<file path="src/rtl/button_cmd_conditioner_if.sv">
// Button/command bundle between the board pins and the stepper controller.
interface button_cmd_conditioner_if;
  logic [1:0] btn_raw;
  logic [1:0] cmd;
  logic       jog;
  logic       busy;

  modport master (output btn_raw, input cmd, jog, busy);
  modport slave  (input btn_raw, output cmd, jog, busy);
endinterface

</file>
<file path="src/rtl/button_cmd_conditioner.sv">
// Two-button conditioner: 2-flop sync, per-bit debounce, mutual exclusion into
// a stepper command, and a jog pulse with hold-to-repeat.
//
// state    | meaning
// IDLE     | no command active, repeat counter idle
// HOLD     | command entered, waiting REPEAT_DELAY before auto-repeat
// REPEAT   | auto-repeat, jog every REPEAT_PERIOD cycles
module button_cmd_conditioner #(
  parameter int DEBOUNCE_CYCLES = 20000,
  parameter int REPEAT_DELAY    = 500000,
  parameter int REPEAT_PERIOD   = 100000,
  parameter int CNT_W           = 20
) (
  input logic                      system1000,
  input logic                      system1000_rstn,
  button_cmd_conditioner_if.slave  bus
);

  localparam logic [1:0] S_IDLE   = 2'd0;
  localparam logic [1:0] S_HOLD   = 2'd1;
  localparam logic [1:0] S_REPEAT = 2'd2;

  localparam logic [CNT_W-1:0] DB_LAST  = CNT_W'(DEBOUNCE_CYCLES - 1);
  localparam logic [CNT_W-1:0] RD_LAST  = CNT_W'(REPEAT_DELAY - 1);
  localparam logic [CNT_W-1:0] RP_LAST  = CNT_W'(REPEAT_PERIOD - 1);
  localparam logic [CNT_W-1:0] CNT_ONE  = CNT_W'(1);

  logic [1:0]       r_sync1;
  logic [1:0]       r_sync2;
  logic [1:0]       r_deb;
  logic [CNT_W-1:0] r_db_cnt [2];
  logic [1:0]       r_cmd;
  logic             r_jog;
  logic [1:0]       r_state;
  logic [CNT_W-1:0] r_rep_cnt;
  logic [1:0]       w_cmd_next;
  logic             w_busy;

  always_ff @(posedge system1000 or negedge system1000_rstn) begin
    if (!system1000_rstn) begin
      r_sync1 <= '0;
      r_sync2 <= '0;
    end else begin
      r_sync1 <= bus.btn_raw;
      r_sync2 <= r_sync1;
    end
  end

  // Any sample agreeing with the current level restarts the stability count.
  always_ff @(posedge system1000 or negedge system1000_rstn) begin
    if (!system1000_rstn) begin
      r_deb <= '0;
      for (int b = 0; b < 2; b++) r_db_cnt[b] <= '0;
    end else begin
      for (int b = 0; b < 2; b++) begin
        if (r_sync2[b] == r_deb[b]) begin
          r_db_cnt[b] <= '0;
        end else if (r_db_cnt[b] == DB_LAST) begin
          r_deb[b]    <= r_sync2[b];
          r_db_cnt[b] <= '0;
        end else begin
          r_db_cnt[b] <= r_db_cnt[b] + CNT_ONE;
        end
      end
    end
  end

  assign w_busy = (r_db_cnt[0] != '0) || (r_db_cnt[1] != '0);

  always_comb begin
    w_cmd_next = 2'b00;
    case (r_deb)
      2'b01:   w_cmd_next = 2'b01;
      2'b10:   w_cmd_next = 2'b10;
      default: w_cmd_next = 2'b00;
    endcase
  end

  // A change to a different non-stop command (01<->10) counts as a fresh entry.
  always_ff @(posedge system1000 or negedge system1000_rstn) begin
    if (!system1000_rstn) begin
      r_cmd     <= 2'b00;
      r_jog     <= 1'b0;
      r_state   <= S_IDLE;
      r_rep_cnt <= '0;
    end else begin
      r_cmd <= w_cmd_next;
      r_jog <= 1'b0;
      if (w_cmd_next == 2'b00) begin
        r_state   <= S_IDLE;
        r_rep_cnt <= '0;
      end else if (w_cmd_next != r_cmd) begin
        r_jog     <= 1'b1;
        r_rep_cnt <= '0;
        r_state   <= S_HOLD;
      end else begin
        case (r_state)
          S_HOLD: begin
            if (r_rep_cnt == RD_LAST) begin
              r_jog     <= 1'b1;
              r_rep_cnt <= '0;
              r_state   <= S_REPEAT;
            end else begin
              r_rep_cnt <= r_rep_cnt + CNT_ONE;
            end
          end
          S_REPEAT: begin
            if (r_rep_cnt == RP_LAST) begin
              r_jog     <= 1'b1;
              r_rep_cnt <= '0;
            end else begin
              r_rep_cnt <= r_rep_cnt + CNT_ONE;
            end
          end
          default: begin
            r_state   <= S_IDLE;
            r_rep_cnt <= '0;
          end
        endcase
      end
    end
  end

  assign bus.cmd  = r_cmd;
  assign bus.jog  = r_jog;
  assign bus.busy = w_busy;

endmodule

</file>
<file path="src/flat_wrapper.sv">
// flat-port wrapper written by rule: the top's interface ports become plain ports
module button_cmd_conditioner_flat 
#(
  parameter int DEBOUNCE_CYCLES = 20000,
  parameter int REPEAT_DELAY    = 500000,
  parameter int REPEAT_PERIOD   = 100000,
  parameter int CNT_W           = 20
)
  (system1000, system1000_rstn, bus_btn_raw, bus_cmd, bus_jog, bus_busy);
  button_cmd_conditioner_if bus_i ();
  input logic system1000;
  input logic system1000_rstn;
  input wire logic [$bits(bus_i.btn_raw)-1:0] bus_btn_raw;
  output wire logic [$bits(bus_i.cmd)-1:0] bus_cmd;
  output wire logic [$bits(bus_i.jog)-1:0] bus_jog;
  output wire logic [$bits(bus_i.busy)-1:0] bus_busy;
  assign bus_i.btn_raw = bus_btn_raw;
  assign bus_cmd = bus_i.cmd;
  assign bus_jog = bus_i.jog;
  assign bus_busy = bus_i.busy;
  button_cmd_conditioner #(.DEBOUNCE_CYCLES(DEBOUNCE_CYCLES), .REPEAT_DELAY(REPEAT_DELAY), .REPEAT_PERIOD(REPEAT_PERIOD), .CNT_W(CNT_W)) u_core (.system1000(system1000), .system1000_rstn(system1000_rstn), .bus(bus_i));
endmodule
</file>
<file path="config.mk">
export PLATFORM = sky130hd
export DESIGN_NAME = button_cmd_conditioner_flat
export DESIGN_NICKNAME = d
export VERILOG_FILES = /design/src/rtl/button_cmd_conditioner_if.sv /design/src/rtl/button_cmd_conditioner.sv /design/src/flat_wrapper.sv
export SDC_FILE = /design/constraint.sdc
export NUM_CORES = 1
export LEC_CHECK = 0
export BUFFER_PORTS_ARGS = -buffer_cell sky130_fd_sc_hd__buf_2
export CAP_MARGIN = 20
export CORE_MARGIN = 1
export CORE_UTILIZATION = 32
export CTS_CLUSTER_DIAMETER = 150
export DETAILED_ROUTE_END_ITERATION = 10
export GPL_ROUTABILITY_DRIVEN = 0
export HOLD_SLACK_MARGIN = 0.08
export PLACE_DENSITY = 0.5
export SLEW_MARGIN = 20
export SYNTH_ARGS = -nofsm -noshare
export SYNTH_HDL_FRONTEND = slang
export SYNTH_SLANG_ARGS = --single-unit
</file>
<file path="constraint.sdc">
create_clock -name system1000 -period 3.05 [get_ports system1000]
set_clock_uncertainty 0.2 [all_clocks]
set_input_delay 0.1525 -clock system1000 [delete_from_list [all_inputs] [get_ports system1000]]
set_output_delay 0.1525 -clock system1000 [all_outputs]
set_load 0.02 [all_outputs]
</file>
; After elaboration in Yosys (flattened, before gate mapping)
; Index checks and enable logic that the tools add are counted.
[word_totals]
register_bits = 71
latchBits = 0
ram_bits = 0
romBits = 0
input_bits = 4
word_cells = 54
n_memories = 0
[op_classes]
add_sub_neg = 3
mul = 0
n_div = 0
order_cmp = 0
n_eq_ne = 13
shift = 0
n_mux = 19
n_bitwise = 2
n_reduce_logical = 7
[ops]
columns = cell, n
row1 = 20-bit two-way mux, 8
row2 = 20-bit by 1-bit adder with 20-bit output (second input constant), 3
row3 = 20-bit by 15-bit equality test with 1-bit output (second input constant), 2
row4 = 20-bit one-hot mux with 2 select lines, 1
row5 = 20-bit nonzero test, 2
row6 = 20-bit by 17-bit equality test with 1-bit output (second input constant), 1
row7 = 20-bit by 19-bit equality test with 1-bit output (second input constant), 1
row8 = 2-bit one-hot mux with 2 select lines, 2
row9 = 2-bit two-way mux, 3
row10 = 2-bit AND reduction, 3
row11 = 2-bit by 1-bit equality test with 1-bit output (second input constant), 2
row12 = 2-bit equality test (second input constant), 2
row13 = 1-bit two-way mux, 4
row14 = 4-bit by 1-bit != test with 1-bit output (second input constant), 1
row15 = 3-bit by 1-bit != test with 1-bit output (second input constant), 1
row16 = 1-bit equality test, 2
row17 = 2-bit zero test, 1
row18 = 2-bit != test, 1
row19 = 1-bit NOT, 2
row20 = 1-bit one-hot mux with 2 select lines, 1
row21 = 1-bit logical OR, 1

; Longest topological paths before layout
[depth]
depth_word = 5
ltp_mapped = 7
depth_no_buf = 6

; Worst setup path after synthesis
; OpenSTA, ideal clock, no wires.
[synth_timing]
kind = flip-flop to flip-flop
start = reg u_core.r_db_cnt[0] (netlist name)
end = reg u_core.r_db_cnt[16] (netlist name)
arrival_ns = 1.889
required_ns = 2.772
slack_ns = 0.883
stages_incl_launch_ff = 6
n_path_buf = 0
period_less_slack_ns = 2.167
path_cell_list = dfrtp_1 -> ha_1 -> nand4_2 -> or4_4 -> or4_1 -> a21oi_1
[synth_between]
elab_chain_len = 3
elab_cells_between_ends = 4
[synth_rtl]
columns = element, line
row1 = "start, declared", button_cmd_conditioner.sv:31  ; logic [CNT_W-1:0] r_db_cnt [2];
row2 = "start signal, assigned by index", button_cmd_conditioner.sv:62  ; r_db_cnt[b] <= r_db_cnt[b] + CNT_ONE;
row3 = 20-bit by 1-bit adder with 20-bit output / 20-bit by 15-bit equality test with 1-bit output (equally long branches), "button_cmd_conditioner.sv:62, button_cmd_conditioner.sv:58"
row4 = 20-bit two-way mux (*), button_cmd_conditioner.sv:58  ; end else if (r_db_cnt[b] == DB_LAST) begin
row5 = 20-bit two-way mux (*), button_cmd_conditioner.sv:56  ; if (r_sync2[b] == r_deb[b]) begin
; Every way passes the cells marked *; elsewhere a longest branch is shown, timed or not.
; A chain may end at the register's enable or synchronous reset.

; Worst setup path after layout
[layout_timing]
start = reg u_core.r_db_cnt[0] (netlist name)
end = reg u_core.r_db_cnt[18] (netlist name)
; The elaborated chain is that of the path after synthesis.

==> impl_metrics.env <==
export IMPL_run_status="completed"
export IMPL_seq_area_frac_synth=0.483
export IMPL_row_count=38
export IMPL_yosys_mux_area_fraction=0.00612
export IMPL_postSynthCellCount=371
export IMPL_postSynthRegisterBits=71
export IMPL_cp_data_arrival_time_ns=2.38
export IMPL_timing_reg2reg_worst_path_depth=5
export IMPL_layout_nets=398
export IMPL_layout_area_overhead_vs_synth_pct=15.3
export IMPL_die_h_um=109
export IMPL_timing_hold_worst_class="flop to flop"
export IMPL_insertedDiodeCount=0
export IMPL_mappedNetlistArea_mm2=0.00368
export IMPL_grt_antenna_before_repair=0
export IMPL_syn_num_nets=384
export IMPL_worst_setup_slack_final_ns=0.725
export IMPL_post_synth_xor_area_fraction=0.105
export IMPL_finalWorstPathRequiredPeriod_ns=2.33
export IMPL_layout_area_seq_mm2=0.00178
export IMPL_post_drt_via_cell_ratio=5.24
export IMPL_detailedRoute_firstPassIterationCount=5
export IMPL_share_of_the_synthesized_area_in_compound_gates_ao_oa_aoi_oai=0.0980
export IMPL_synth_warnings=0
export IMPL_report_final_setup_viol=0
export IMPL_cts_buffer_depth=2
export IMPL_final_antenna_net_count=0
export IMPL_slew_headroom=0.394
export IMPL_postCtsResizedCells=0
export IMPL_cts_max_level=3
export IMPL_synth_flop_cell="dfrtp_1"
export IMPL_placement_io_buffers=7
export IMPL_critical_path_endpoint_type="flop"
export IMPL_final_max_tran_viols=0
export IMPL_multi_input_comb_area_mm2=0.00178
export IMPL_numClockSinks=71
export IMPL_fin_setup_tns_ns=0
export IMPL_floorplan_initialDensity=0.333
export IMPL_grt_total_usage=0.142
export IMPL_grt_pass1_wl_mm=13.2
export IMPL_worst_pin_slew_ns=0.908
export IMPL_pin_count_of_the_biggest_net_entering_global_routing=72
export IMPL_timing_hold_violations_final=0
export IMPL_post_cts_clock_slew_at_the_launch_and_capture_registers_of_the_worst_setup_and_hold_paths_ns=0.06
export IMPL_post_synth_num_cell_types=38
export IMPL_n_fill_cell=1103
export IMPL_worst_r2r_startpoint="u_core.r_db_cnt[0]"
export IMPL_total_gr_overflow=0
export IMPL_fp_coreArea_mm2=0.0110
export IMPL_crit_path_start="u_core.r_db_cnt[0]"
export IMPL_hpwl_mm=5.15
export IMPL_setup_worst_path_start_class="flop"
export IMPL_total_power_mw=2.13
export IMPL_synth_edf_count=0
export IMPL_top_level_ports=8
export IMPL_post_place_cells=511
export IMPL_whs_endpoint="u_core.r_sync2[0]"
export IMPL_cts_tree="yes"
export IMPL_synth_avg_cell_area_um2=9.91
export IMPL_final_common_cell="dfrtp_1"
export IMPL_power_leakage_nw=1.65
export IMPL_total_clock_buffers_created_by_cts=9
export IMPL_unrepaired_setup_endpoints_after_global_routing="false"
export IMPL_first_global_vias=2680
export IMPL_post_route_drc_count=0
export IMPL_timing_hold_worst_start="u_core.r_sync1[0]"
export IMPL_cp_data_required_time_ns=3.10
export IMPL_critical_path_class="flop to flop"
export IMPL_adder_cell_share_of_the_synthesized_area=0.0306
export IMPL_die_area_mm2=0.0119
export IMPL_detail_route_wl_per_cell_um=14.4
export IMPL_pwr_density_cell_mw_per_mm2=502
export IMPL_max_cap_violations=0
export IMPL_floorplan_die_width_um=109
export IMPL_preCtsSetupSlack_ns=0.719
export IMPL_cts_root_buf="clkbuf_16"
export IMPL_detailedRoute_firstIterationViolations=209
export IMPL_share_of_synthesized_registers_carrying_an_async_set_or_reset=1.00
export IMPL_max_clock_freq_ghz=0.430
export IMPL_hold_path_depth=0
export IMPL_ir_worst_vdd_v=0.000214
export IMPL_r2r_setup_slack_ns=0.72
export IMPL_worst_r2r_endpoint="u_core.r_db_cnt[18]"
export IMPL_skew_pair_late_insertion_delay_ns=0.33
export IMPL_layout_drive_gt1_share=0.0951
export IMPL_instances_no_fill=529
export IMPL_path_max_fanout=7
export IMPL_final_core_utilization=0.385
export IMPL_simple_logic_cell_fraction_of_the_synthesized_area=0.242
export IMPL_vias_after_detailed_routing=2770
export IMPL_largest_family_of_logic_cells_by_synthesized_area="simple AND/OR/NAND/NOR gates"
export IMPL_final_clock_period_utilization_by_the_worst_path=0.762
export IMPL_layout_common_cells="71 x dfrtp_1, 35 x nor2_1, 23 x xnor2_1"
export IMPL_routed_wirelength_mm=7.63
-- where the power goes --
| part | total (mW) | internal (mW) | switching (mW) |
|---|---|---|---|
| combinational | 0.0643 | 0.0218 | 0.0425 |
| clock | 1.10 | 0.718 | 0.385 |
| sequential | 0.962 | 0.952 | 0.0101 |
| total | 2.13 | 1.69 | 0.438 |
-- layer usage --
layer | GRT usage | part of all wire | up-vias
met3 | 0.0317 | 0.028 | 4
met2 | 0.199 | 0.45 | 37
li1 | - | - | 1381
met4 | 0.0638 | 0.0083 | 0
met5 | 0 | 0 | -
met1 | 0.208 | 0.52 | 1348
-- what timing repair did --
| action | in CTS | in global routing |
|---|---|---|
| hold buffers | 3 | 0 |
| buffers inserted | 0 | 0 |
| endpoints found under the hold margin | 73 | 0 |
-- cells in the mapped netlist, types with 4 or more instances --
cell / number / area share
a211oi_1: 16 / 0.033
a21oi_1: 10 / 0.014
a221oi_1: 5 / 0.012
and3_1: 4 / 0.0068
and4_1: 5 / 0.012
buf_2: 4 / 0.0054
clkbuf_1: 9 / 0.0092
dfrtp_1: 71 / 0.48
ha_1: 9 / 0.031
inv_1: 18 / 0.018
nand2_1: 18 / 0.018
nand3_1: 21 / 0.029
nand4_1: 19 / 0.032
nor2_1: 35 / 0.036
nor3_1: 9 / 0.012
nor4_1: 15 / 0.026
nor4b_1: 4 / 0.0095
o21ai_0: 8 / 0.011
o31ai_1: 7 / 0.014
or3_1: 13 / 0.022
or4_1: 7 / 0.014
xnor2_1: 23 / 0.055
xor2_1: 21 / 0.050
-- per-stage QoR --
stage	hold slack (ns)	area (um^2)
3_5_place_dp	0.0618	3890
4_1_cts	0.147	4240
2_1_floorplan	-0.343	3680
5_1_grt	0.158	4240
6_report	0.148	4240
3_3_place_gp	0.0609	3890
-- cells by family after synthesis --
family / count (synthesis)
AO/OA/AOI/OAI: 53
flip-flops: 71
AND/OR/NAND/NOR: 159
adder cells (fa/ha/maj): 9
multiplexers: 2
XOR/XNOR: 44
buffers and inverters: 33
-- worst max-delay path, cell delays in order, from the launching register on --
cell     delay, ns
dfrtp_1       0.40
ha_1          0.24
nand4_2       0.22
or4_4         0.62
or4_1         0.41
a21oi_1       0.16
-- state kept, by name, indices dropped and copies added (netlist names) --
| name | cells |
|---|---|
| u_core.bus.cmd | 2 |
| u_core.bus.jog | 1 |
| u_core.r_db_cnt | 40 |
| u_core.r_deb | 2 |
| u_core.r_rep_cnt | 20 |
| u_core.r_state | 2 |
| u_core.r_sync1 | 2 |
| u_core.r_sync2 | 2 |
-- worst max path at each step --
stage,cells past startpoint,end
after detailed placement,5,u_core.r_db_cnt[18]
after CTS,5,u_core.r_db_cnt[18]
after global routing,5,u_core.r_db_cnt[18]
after global placement,5,u_core.r_db_cnt[18]
after floorplan,5,u_core.r_db_cnt[16]
final,5,u_core.r_db_cnt[18]
-- final cells by class --
class | count | share of cell area
well taps | 140 | 0.0413
clock buffers | 13 | 0.0661
flip-flops and latches | 71 | 0.419
clock inverters | 2 | 0.00885
multi-input cells | 267 | 0.419
repair buffers | 18 | 0.0301
inverters | 18 | 0.0159
(Power assumes the default switching activity.)
